## config.mk

```make
export PLATFORM = sky130hd
export DESIGN_NAME = conv_layer_sequencer_flat
export DESIGN_NICKNAME = d
export VERILOG_FILES = /design/src/rtl/conv_layer_sequencer_if.sv /design/src/rtl/conv_layer_sequencer.sv /design/src/flat_wrapper.sv
export SDC_FILE = /design/constraint.sdc
export NUM_CORES = 1
export LEC_CHECK = 0
export CORE_AREA = 2 2 98 100
export CTS_BUF_LIST = sky130_fd_sc_hd__clkbuf_16
export DETAILED_ROUTE_END_ITERATION = 6
export DIE_AREA = 0 0 100 102
export PLACE_DENSITY = 0.79
export SLEW_MARGIN = 20
export SYNTH_ARGS = -nofsm -noshare
export SYNTH_HDL_FRONTEND = slang
export SYNTH_SLANG_ARGS = --single-unit
```

## constraint.sdc

```tcl
create_clock -name clk -period 3.95 [get_ports clk]
set_input_delay 1.185 -clock clk [delete_from_list [all_inputs] [get_ports clk]]
set_output_delay 1.185 -clock clk [all_outputs]
set_load 0.005 [all_outputs]
```

## src/rtl/conv_layer_sequencer_if.sv

```systemverilog
// Instruction channel between the AXI-Lite instruction/config registers and
// the convolution layer sequencer. The register side is the master, the
// sequencer is the slave.
interface conv_layer_sequencer_if #(
    parameter int INST_WIDTH = 32,
    parameter int CNT_WIDTH  = 16
);
    logic [INST_WIDTH-1:0] inst;
    logic                  inst_valid;
    logic                  inst_ready;
    logic [4:0]            cfg_kernel_size;
    logic [CNT_WIDTH-1:0]  cfg_num_windows;

    modport master (
        output inst,
        output inst_valid,
        output cfg_kernel_size,
        output cfg_num_windows,
        input  inst_ready
    );

    modport slave (
        input  inst,
        input  inst_valid,
        input  cfg_kernel_size,
        input  cfg_num_windows,
        output inst_ready
    );
endinterface

```

## src/rtl/conv_layer_sequencer.sv

```systemverilog
// Convolution layer sequencer: accepts COMPUTE / LOADIFMAPS instructions and
// drives the datapath controls for one layer pass: BRAM address reset, weight
// row fetch over ports A/B, weight commit, ifmap streaming and psum drain.
module conv_layer_sequencer #(
    parameter int CNT_WIDTH  = 16,
    parameter int TIMEOUT    = 1024,
    parameter int INST_WIDTH = 32
) (
    input  logic                 clk,
    input  logic                 rst,
    conv_layer_sequencer_if.slave inst_if,
    input  logic                 weight_from_bram_valid,
    input  logic                 ifmaps_fifo_empty,
    input  logic                 psum_valid,
    output logic                 address_reset,
    output logic                 bram_control_add1,
    output logic                 bram_control_add2,
    output logic                 port_sel,
    output logic                 load_weight_preload,
    output logic                 load_weight,
    output logic                 load_ifmaps,
    output logic                 operation,
    output logic [4:0]           kernel_size,
    output logic                 busy,
    output logic                 done,
    output logic                 err
);

    localparam logic [INST_WIDTH-1:0] INST_COMPUTE    = INST_WIDTH'(87);
    localparam logic [INST_WIDTH-1:0] INST_LOADIFMAPS = INST_WIDTH'(88);

    localparam int                   TW      = $clog2(TIMEOUT + 1);
    localparam logic [TW-1:0]        T_LAST  = TW'(TIMEOUT - 1);
    localparam logic [TW-1:0]        T_ONE   = TW'(1);
    localparam logic [CNT_WIDTH-1:0] CNT_ONE = CNT_WIDTH'(1);

    typedef enum logic [3:0] {
        S_IDLE,
        S_RST_ADDR,
        S_W_WAIT,
        S_W_LATCH,
        S_W_ADV,
        S_W_COMMIT,
        S_IF_LOAD,
        S_DRAIN,
        S_DONE
    } state_t;

    state_t               state_q, state_d;
    logic [2:0]           r_q, r_d;               // weight row index, K <= 5
    logic [4:0]           k_q, k_d;               // latched kernel size
    logic [CNT_WIDTH-1:0] n_q, n_d;               // latched window count
    logic [CNT_WIDTH-1:0] w_q, w_d;               // ifmap loads issued
    logic [CNT_WIDTH-1:0] p_q, p_d;               // psums received
    logic [TW-1:0]        t_q, t_d;               // cycles spent in a waiting state
    logic                 weights_loaded_q, weights_loaded_d;
    logic                 err_q, err_d;

    logic                 k_legal;
    logic                 n_nonzero;
    logic                 psum_take;

    assign k_legal     = (inst_if.cfg_kernel_size >= 5'd1) && (inst_if.cfg_kernel_size <= 5'd5);
    assign n_nonzero   = (inst_if.cfg_num_windows != '0);
    assign psum_take   = psum_valid && (p_q < n_q);
    assign kernel_size = k_q;
    assign err         = err_q;

    // State and counter registers; reset abandons any pass without done/err.
    always_ff @(posedge clk) begin
        if (rst) begin
            state_q          <= S_IDLE;
            r_q              <= '0;
            k_q              <= '0;
            n_q              <= '0;
            w_q              <= '0;
            p_q              <= '0;
            t_q              <= '0;
            weights_loaded_q <= 1'b0;
            err_q            <= 1'b0;
        end else begin
            state_q          <= state_d;
            r_q              <= r_d;
            k_q              <= k_d;
            n_q              <= n_d;
            w_q              <= w_d;
            p_q              <= p_d;
            t_q              <= t_d;
            weights_loaded_q <= weights_loaded_d;
            err_q            <= err_d;
        end
    end

    // Next-state logic and decoded datapath controls.
    always_comb begin
        state_d             = state_q;
        r_d                 = r_q;
        k_d                 = k_q;
        n_d                 = n_q;
        w_d                 = w_q;
        p_d                 = p_q;
        weights_loaded_d    = weights_loaded_q;
        err_d               = 1'b0;
        t_d                 = '0;

        inst_if.inst_ready  = 1'b0;
        address_reset       = 1'b0;
        bram_control_add1   = 1'b0;
        bram_control_add2   = 1'b0;
        port_sel            = 1'b0;
        load_weight_preload = 1'b0;
        load_weight         = 1'b0;
        load_ifmaps         = 1'b0;
        operation           = 1'b0;
        busy                = (state_q != S_IDLE);
        done                = 1'b0;

        case (state_q)
            S_IDLE: begin
                inst_if.inst_ready = 1'b1;
                if (inst_if.inst_valid) begin
                    if ((inst_if.inst == INST_COMPUTE) && k_legal && n_nonzero) begin
                        k_d     = inst_if.cfg_kernel_size;
                        n_d     = inst_if.cfg_num_windows;
                        state_d = S_RST_ADDR;
                    end else if ((inst_if.inst == INST_LOADIFMAPS) && weights_loaded_q && n_nonzero) begin
                        // Weights already sit in the MACs; go straight to streaming.
                        n_d     = inst_if.cfg_num_windows;
                        w_d     = '0;
                        p_d     = '0;
                        state_d = S_IF_LOAD;
                    end else begin
                        err_d   = 1'b1;
                    end
                end
            end

            S_RST_ADDR: begin
                address_reset = 1'b1;
                r_d           = '0;
                state_d       = S_W_WAIT;
            end

            S_W_WAIT: begin
                // Even rows live on port A, odd rows on port B.
                port_sel = r_q[0];
                if (weight_from_bram_valid) begin
                    state_d = S_W_LATCH;
                end else if (t_q == T_LAST) begin
                    err_d            = 1'b1;
                    weights_loaded_d = 1'b0;
                    state_d          = S_IDLE;
                end
            end

            S_W_LATCH: begin
                port_sel            = r_q[0];
                load_weight_preload = 1'b1;
                if ({2'b00, r_q} == (k_q - 5'd1)) begin
                    state_d = S_W_COMMIT;
                end else if (r_q[0]) begin
                    // Both ports consumed: step the pair forward before the next row.
                    state_d = S_W_ADV;
                end else begin
                    r_d     = r_q + 3'd1;
                    state_d = S_W_WAIT;
                end
            end

            S_W_ADV: begin
                bram_control_add2 = 1'b1;
                r_d               = r_q + 3'd1;
                state_d           = S_W_WAIT;
            end

            S_W_COMMIT: begin
                load_weight       = 1'b1;
                // An odd K ends on port A; nudge it to K so the row count is visible.
                bram_control_add1 = k_q[0];
                weights_loaded_d  = 1'b1;
                w_d               = '0;
                p_d               = '0;
                state_d           = S_IF_LOAD;
            end

            S_IF_LOAD: begin
                operation   = 1'b1;
                load_ifmaps = !ifmaps_fifo_empty && (w_q < n_q);
                if (psum_take) begin
                    p_d = p_q + CNT_ONE;
                end
                if (load_ifmaps) begin
                    w_d = w_q + CNT_ONE;
                    if ((w_q + CNT_ONE) == n_q) begin
                        state_d = S_DRAIN;
                    end
                end
            end

            S_DRAIN: begin
                operation = 1'b1;
                if (psum_take) begin
                    p_d = p_q + CNT_ONE;
                end
                if (p_q == n_q) begin
                    state_d = S_DONE;
                end else if (t_q == T_LAST) begin
                    err_d   = 1'b1;
                    state_d = S_IDLE;
                end
            end

            S_DONE: begin
                done    = 1'b1;
                state_d = S_IDLE;
            end

            default: begin
                state_d = S_IDLE;
            end
        endcase

        // Timeout counter only runs while parked in a waiting state.
        if ((state_d == state_q) && ((state_q == S_W_WAIT) || (state_q == S_DRAIN))) begin
            t_d = t_q + T_ONE;
        end
    end

endmodule
```

## src/flat_wrapper.sv

```systemverilog
// flat-port wrapper written by rule: the top's interface ports become plain ports
module conv_layer_sequencer_flat 
#(
    parameter int CNT_WIDTH  = 16,
    parameter int TIMEOUT    = 1024,
    parameter int INST_WIDTH = 32
)
  (clk, rst, weight_from_bram_valid, ifmaps_fifo_empty, psum_valid, address_reset, bram_control_add1, bram_control_add2, port_sel, load_weight_preload, load_weight, load_ifmaps, operation, kernel_size, busy, done, err, inst_if_inst, inst_if_inst_valid, inst_if_cfg_kernel_size, inst_if_cfg_num_windows, inst_if_inst_ready);
  conv_layer_sequencer_if #(.INST_WIDTH(INST_WIDTH), .CNT_WIDTH(CNT_WIDTH)) inst_if_i ();
  input  logic clk;
  input  logic rst;
  input  logic weight_from_bram_valid;
  input  logic ifmaps_fifo_empty;
  input  logic psum_valid;
  output logic address_reset;
  output logic bram_control_add1;
  output logic bram_control_add2;
  output logic port_sel;
  output logic load_weight_preload;
  output logic load_weight;
  output logic load_ifmaps;
  output logic operation;
  output logic [4:0] kernel_size;
  output logic busy;
  output logic done;
  output logic err;
  input wire logic [$bits(inst_if_i.inst)-1:0] inst_if_inst;
  input wire logic [$bits(inst_if_i.inst_valid)-1:0] inst_if_inst_valid;
  input wire logic [$bits(inst_if_i.cfg_kernel_size)-1:0] inst_if_cfg_kernel_size;
  input wire logic [$bits(inst_if_i.cfg_num_windows)-1:0] inst_if_cfg_num_windows;
  output wire logic [$bits(inst_if_i.inst_ready)-1:0] inst_if_inst_ready;
  assign inst_if_i.inst = inst_if_inst;
  assign inst_if_i.inst_valid = inst_if_inst_valid;
  assign inst_if_i.cfg_kernel_size = inst_if_cfg_kernel_size;
  assign inst_if_i.cfg_num_windows = inst_if_cfg_num_windows;
  assign inst_if_inst_ready = inst_if_i.inst_ready;
  conv_layer_sequencer #(.CNT_WIDTH(CNT_WIDTH), .TIMEOUT(TIMEOUT), .INST_WIDTH(INST_WIDTH)) u_core (.clk(clk), .rst(rst), .inst_if(inst_if_i), .weight_from_bram_valid(weight_from_bram_valid), .ifmaps_fifo_empty(ifmaps_fifo_empty), .psum_valid(psum_valid), .address_reset(address_reset), .bram_control_add1(bram_control_add1), .bram_control_add2(bram_control_add2), .port_sel(port_sel), .load_weight_preload(load_weight_preload), .load_weight(load_weight), .load_ifmaps(load_ifmaps), .operation(operation), .kernel_size(kernel_size), .busy(busy), .done(done), .err(err));
endmodule
```

==> results of run 1 <==
## logic make-up after synthesis
kind of cell             count (synthesis)  share of synthesized area, %
adder cells (fa/ha/maj)                 38                          9.77
multiplexers                            18                          3.73
buffers and inverters                   60                          4.96
AO/OA/AOI/OAI                          123                          16.8
AND/OR/NAND/NOR                        243                          27.7
flip-flops                              73                          30.0
XOR/XNOR                                39                          7.02
## cell usage in the layout, fill, tap and decap left out, types with 11 or more instances in the layout
master | synthesis | final
nand3_1 | 30 | 30
and3_1 | 14 | 14
a311oi_1 | 12 | 12
nor3_1 | 21 | 21
nor2_1 | 56 | 56
nor4_1 | 14 | 14
clkdlybuf4s50_1 | 0 | 74
a21oi_1 | 39 | 39
xnor2_1 | 26 | 26
xor2_1 | 13 | 13
o21ai_0 | 27 | 27
nand4_1 | 11 | 11
ha_1 | 38 | 38
dfxtp_1 | 73 | 72
inv_1 | 34 | 36
nand2_1 | 38 | 38
mux2i_1 | 17 | 17
## sequential cells by signal, indices dropped and copies added (netlist names)
signal,flops
u_core.state_q,4
u_core.weights_loaded_q,1
u_core.kernel_size,5
u_core.t_q,11
u_core.p_q,16
u_core.n_q,16
u_core.r_q,3
u_core.err,1
u_core.w_q,16
## worst max path at each step
stage                                  from          end  slack (ns)
after detailed placement  ifmaps_fifo_empty  load_ifmaps        0.12
after floorplan           ifmaps_fifo_empty  load_ifmaps        0.70
after global routing          u_core.w_q[9]  load_ifmaps        0.04
after CTS                 ifmaps_fifo_empty  load_ifmaps         0.1
after global placement    ifmaps_fifo_empty  load_ifmaps        0.12
final                     ifmaps_fifo_empty  load_ifmaps        0.11
## power breakdown
| part | internal [uW] | switching [uW] | total (uW) | leakage, uW |
|---|---|---|---|---|
| registers | 737 | 0.148 | 737 | 0.000588 |
| clock network | 483 | 320 | 803 | 0.000148 |
| logic | 55.6 | 26.3 | 81.9 | 0.00149 |
| total | 1280 | 347 | 1620 | 0.00223 |
## worst register-to-register path, delay by kind of cell (launching register included)
kind | cells | cell delay [ns]
DFF | 1 | 0.49
and+or+nand+nor | 2 | 1.14
buffers and inverters | 1 | 0.13
adders and majority gates | 1 | 0.32
AOI/OAI and AO/OA | 5 | 1.14
## timing repair
action | CTS | global route
gates resized for setup | 0 | 1
hold buffers | 0 | 0
endpoints found under the hold margin | 0 | 0
endpoints found under the setup margin | 0 | 1
setup buffers | 0 | 0
## synth_stat cells, types with 12 or more instances
library cell	count
inv_1	34
nand2_1	38
mux2i_1	17
xnor2_1	26
a21oi_1	39
o21ai_0	27
ha_1	38
xor2_1	13
nor2_1	56
and3_1	14
nand3_1	30
a311oi_1	12
dfxtp_1	73
nor3_1	21
clkbuf_1	14
nor4_1	14
## layer usage
metal	GRT usage, %	wire (um)	up-vias
li1	-	-	2320
met1	33.7	5670	2216
met2	46.4	6240	210
met3	5.61	1040	30
met4	9.59	299	0
met5	0	0	-
## stage by stage
| stage | utilization (%) | instances | instance area, um^2 | power [uW] | setup slack, ns |
|---|---|---|---|---|---|
| finish | 65.8 | 778 | 5990 | 1620 | 0.114 |
| global route | 65.8 | 778 | 5990 | 1660 | 0.0401 |
| CTS | 65.8 | 778 | 5990 | 1630 | 0.0979 |
| detailed placement | 62.6 | 762 | 5700 | 835 | 0.115 |
| global placement | 62.6 | 762 | 5700 | 834 | 0.125 |
| floorplan | - | 594 | 4870 | 768 | 0.699 |
## cell type report
| class | count | area, um^2 |
|---|---|---|
| well taps | 111 | 139 |
| repair buffers | 83 | 806 |
| flip-flops and latches | 73 | 1460 |
| clock inverters | 7 | 63.8 |
| fillers | 776 | 3120 |
| multi-input cells | 461 | 3170 |
| inverters | 34 | 128 |
| clock buffers | 9 | 225 |
==> summary.txt, run 1 <==
Worst setup path
  • Setup crit end kind: primary output
  • Reg2reg end: u_core.p_q[15]
  • Slowest cell delay on critical path: 0.56 ns
  • Crit path depth: 5
  • WP data required: ~2.8 ns
  • R2R cell count: 9
  • CP arrival: 2.65 ns
  • Cell Chain, Critical Path: clkdlybuf4s50_1, nor3b_1, o2111ai_1, nor2_1, clkdlybuf4s50_1
  • Element type at the critical path start: input port
  • FF-to-FF Start: u_core.n_q[11]
  • Register-to-register setup slack: 0.66 ns
  • Buf+Inv Stages, Crit Path: 2
  • CP delay by family, top: buffers and inverters
  • CP max FO: 2
  • Slowest CP cell: clkdlybuf4s50_1
  • Most common cell on crit path: clkdlybuf4s50_1
  • Setup Crit Path Kind: input port to primary output

Placed design
  • Port Buffers: between 70 and 80
  • GP Congestion: 0.966
  • DP HPWL: between 9000 and 10000 um

Layout
  • Ant diodes: 0
  • Share of cells above drive strength 1: between 5 and 6%
  • Post-layout nets: 759
  • Area Overhead vs Synth: 23.1%

Timing
  • Final Cycle Share: between 90 and 100%
  • Final setup fails: 0
  • Max_slew headroom: 46.3%
  • RSZ-0062 raised after global routing: no
  • Final hold vios: 0
  • Max Transition Viols Final: 0
  • Clock skew: approximately 0.0094 ns
  • Final TNS setup: 0 ns
  • Slew of the pin with the lowest slew margin: 0.805 ns
  • Tmin final: between 3 and 4 ns
  • Min Hold Slack: 0.498 ns
  • Fmax: 261 MHz

Synthesis
  • Number of synthesized register bits: 73
  • Post-Synthesis Cells: roughly 600
  • Number of synthesized flops with an enable pin: 0
  • Mapped Avg Cell Area: roughly 8 um^2
  • Top cells by area, synth: dfxtp_1, ha_1, xnor2_1
  • Yosys warns: 0
  • Synthesized area: 4870 um^2
  • Async SR Flop Fraction: 0%
  • Ys flop type: dfxtp_1
  • Post-synth cell types: 60
  • Sequential share of the synthesized area: a little under a third
  • Post-synth net total: 691
  • Post-synth top area share: 30.0%
  • Top cell type by total area after synthesis: dfxtp_1

Min path
  • Hold path startpoint: u_core.t_q[10]
  • WHS Endpoint: u_core.t_q[10]
  • Hold Crit Depth: 2
  • Hold Crit Class: flop to flop

Clock tree
  • Inserted Clock Buffers: 9
  • H-Tree Level Count: 3
  • Worst-path clk slew: 0.06 ns
  • Root Buffer: clkbuf_16
  • CTS Sinks: 73
  • Worst skew pair latency: 0.34 ns
  • Clock tree buffer depth: 2
  • TritonCTS clock tree: built

Global routing
  • Number of global-route vias before repair: 4741
  • Overall routing resource usage: 27.0%
  • Overflow after GRT: 0
  • Initial antenna violation count: 0
  • Largest net degree at the start of global routing: 33
  • First-pass GRT wire length: about 22000 um

Route
  • Vias/cell: slightly above 6
  • Routed len/inst: 17.0 um
  • ANT nets after route: 0
  • Initial DRC count: 368
  • DRC Markers: 0
  • First-pass DRT Iterations: 5
  • WL final: 13300 um
  • Via count: 4776

Pwr
  • VDD IR max: 0.000163 V
  • Leakage: 0.00223 uW
  • Pwr dens: 271 nW/um^2

Floorplanning
  • Area of the core: 9110 um^2
  • Die area: slightly above 10000 um^2
  • Initial Utilization: 53.4%
  • Boundary pin count: 76
  • Die Wd: 100 um
  • Row cnt: 35
  • Die H: around 100 um

Flow run
  • Max capacitance violation total: 0

Status
  • Outcome: complete, no violations
(Power assumes the default switching activity.)
==> run 2, diff against run 1 <==
Settings changed: CAP_MARGIN from default to 0.
==> results of run 2 <==
The final DEF is identical to that of run 1; final timing and power are the same.
==> run 3, diff against run 2 <==
--- a/constraint.sdc
+++ b/constraint.sdc
@@ -3,2 +3,2 @@
 set_output_delay 1.185 -clock clk [all_outputs]
-set_load 0.005 [all_outputs]
+set_load 0.05 [all_outputs]
==> run 3 against run 2 <==
  * Combinational power rose by 2%
  * Global-route usage increased by 0.71 points
  * Sequential share of layout area shrank 0.14 points
  * Wire length up 2.0%
  * Via count is 0.10% higher
  * Final cell count is 0.13% higher
  * Core utilization increased by 0.32 points
  * Final area increased by 0.48%
  * Hold slack worse by 0.0074 ns
  * Largest power group unchanged
==> summary.txt, run 3 (same netlist as run 1, synthesis figures left out) <==
Route
  • Vias/cell: 6.14 (about the same)
  • ANT nets after route: 0 (unchanged)
  • Via count: 4781 (+0.10%)
  • Initial DRC count: 263 (-29%)
  • DRC Markers: 0 (unchanged)
  • WL final: 13500 um (+2.0%)
  • Routed len/inst: 17.4 um (+1.9%)
  • First-pass DRT Iterations: 5 (unchanged)

Floorplanning
  • Row cnt: 35 (unchanged)
  • Initial Utilization: 53.4% (unchanged)
  • Boundary pin count: 76 (unchanged)
  • Die area: 10200 um^2 (unchanged)
  • Area of the core: 9110 um^2 (unchanged)
  • Die Wd: 100 um (unchanged)
  • Die H: 102 um (unchanged)

Layout
  • Area Overhead vs Synth: 23.7%
  • Share of cells above drive strength 1: 6.44% (+0.44 points)
  • Regs by FF count: u_core.n_q x16, u_core.p_q x16, u_core.w_q x16
  • Post-layout nets: 760 (+0.13%)
  • Ant diodes: 0 (unchanged)
  • Most frequent cells in the layout: clkdlybuf4s50_1, dfxtp_1, nor2_1

Worst setup path
  • Register-to-register setup slack: 0.68 ns (+0.02 ns)
  • Crit path depth: 8 (+3)
  • Critical path startpoint: u_core.n_q[14]
  • Slowest CP cell: a211oi_2
  • R2R cell count: 9 (unchanged)
  • CP delay by family, top: compound AO/OA/AOI/OAI gates
  • Setup Crit Path Kind: flop to primary output
  • CP arrival: 2.50 ns (-0.15 ns)
  • WP data required: 2.76 ns (about the same)
  • Cell Chain, Critical Path: inv_1, ha_1, and4_1, o2111ai_1, a211oi_2, nor2_1, buf_4, buf_12
  • Reg2reg end: u_core.p_q[15]
  • CP endpoint: load_ifmaps
  • CP max FO: 5 (+3)
  • Element type at the critical path start: flop
  • Setup crit end kind: primary output
  • Slowest cell delay on critical path: 0.47 ns (-0.09 ns)
  • FF-to-FF Start: u_core.n_q[11]
  • Buf+Inv Stages, Crit Path: 3 (+1)

Clock tree
  • H-Tree Level Count: 3 (unchanged)
  • Worst skew pair latency: 0.34 ns (about the same)
  • Root Buffer: clkbuf_16
  • CTS Sinks: 73 (unchanged)
  • Post-CTS Setup Inserts: 0 (unchanged)
  • TritonCTS clock tree: built
  • Inserted Clock Buffers: 9 (unchanged)
  • Clock tree buffer depth: 2 (unchanged)
  • Worst-path clk slew: 0.06 ns (about the same)

Timing
  • Tmin final: 3.68 ns (-0.152 ns)
  • Max Transition Viols Final: 0 (unchanged)
  • Max_slew headroom: 56.1% (+9.8 points)
  • Final TNS setup: 0 ns (unchanged)
  • Setup WS post-layout: 0.266 ns (+0.152 ns)
  • Final hold vios: 0 (unchanged)
  • Clock skew: 0.0111 ns (+0.00165 ns)
  • Final setup fails: 0 (unchanged)
  • Final Cycle Share: 93.3% (-3.8 points)
  • RSZ-0062 raised after global routing: no
  • Slew of the pin with the lowest slew margin: 0.658 ns (-0.147 ns)
  • Fmax: 271 MHz (+4.1%)

Min path
  • Hold Crit Class: flop to flop

Pwr
  • VDD IR max: 0.000236 V (+45%)
  • Leakage: 0.00224 uW (+0.34%)
  • Pwr dens: 272 nW/um^2 (+0.60%)

Global routing
  • Overall routing resource usage: 27.7% (+0.71 points)
  • Initial antenna violation count: 0 (unchanged)
  • Number of global-route vias before repair: 4754 (+0.27%)
  • First-pass GRT wire length: 22600 um (+2.3%)
  • Largest net degree at the start of global routing: 33 (unchanged)
  • Overflow after GRT: 0 (unchanged)

Placed design
  • Port Buffers: 75 (unchanged)
  • DP HPWL: 10100 um (+1.5%)
  • GP Congestion: 0.979 (+1.3%)
  • Place WS: 0.354 ns (+0.239 ns)

Status
  • Outcome: complete, no violations

Flow run
  • Max capacitance violation total: 0 (unchanged)
[run 3: where the power goes]
group | total, uW | internal [uW] | leakage (uW) | switching, uW
Combinational | 83.8 | 55.6 | 0.00150 | 28.2
Sequential | 737 | 737 | 0.000588 | 0.162
Clock | 819 | 489 | 0.000143 | 330
[run 3: how the worst min path moves through the flow]
| stage | from | endpoint | slack (ns) | depth (start not counted) |
|---|---|---|---|---|
| finish | u_core.t_q[0] | u_core.t_q[0] | 0.49 | 1 |
| global route | u_core.t_q[0] | u_core.t_q[0] | 0.51 | 1 |
| CTS | u_core.t_q[0] | u_core.t_q[0] | 0.49 | 1 |
| detailed placement | u_core.t_q[0] | u_core.t_q[0] | 0.47 | 1 |
| global placement | u_core.p_q[15] | u_core.p_q[15] | 0.48 | 2 |
| floorplan | u_core.t_q[0] | u_core.t_q[0] | 0.45 | 1 |
[run 3: worst register-to-register path, cell delays in order (launching register included)]
cell and delay [ns]:
dfxtp_1 0.47, inv_1 0.13, ha_1 0.33, a21oi_1 0.13, o21ai_0 0.16, a2111oi_2 0.46
a211oi_2 0.24, or4_1 0.73, or3_1 0.41, a21oi_1 0.15
[run 3: per-layer routing]
metal	up-vias	wire length [um]	GRT usage, %
met1	2216	5850	33.7
li1	2327	-	-
met2	204	6430	48.4
met4	0	367	10.5
met3	34	870	5.54
met5	-	0	0
[run 3: cell type report]
| type | count | area (um^2) |
|---|---|---|
| Multi-Input combinational cell | 461 | 3170 |
| Fill cell | 773 | 3090 |
| Sequential cell | 73 | 1460 |
| Timing Repair Buffer | 84 | 823 |
| Clock buffer | 9 | 225 |
| Tap cell | 111 | 139 |
| Inverter | 34 | 128 |
| Clock inverter | 7 | 71.3 |
[run 3: repair_timing]
| action | CTS | global route |
|---|---|---|
| setup endpoints to repair | 0 | 1 |
| hold buffers | 0 | 0 |
| gates resized for setup | 0 | 1 |
[run 3: through the flow]
step                      hold WS, ns  utilization (%)  area, um^2  std cells  total power, uW
final                           0.491             66.1        6020        779             1640
after global routing            0.508             66.1        6020        779             1680
after CTS                       0.490             66.1        6020        779             1640
after detailed placement        0.473             62.8        5720        763              837
after global placement          0.475             62.8        5720        763              835
after floorplan                 0.448                -        4870        594              770
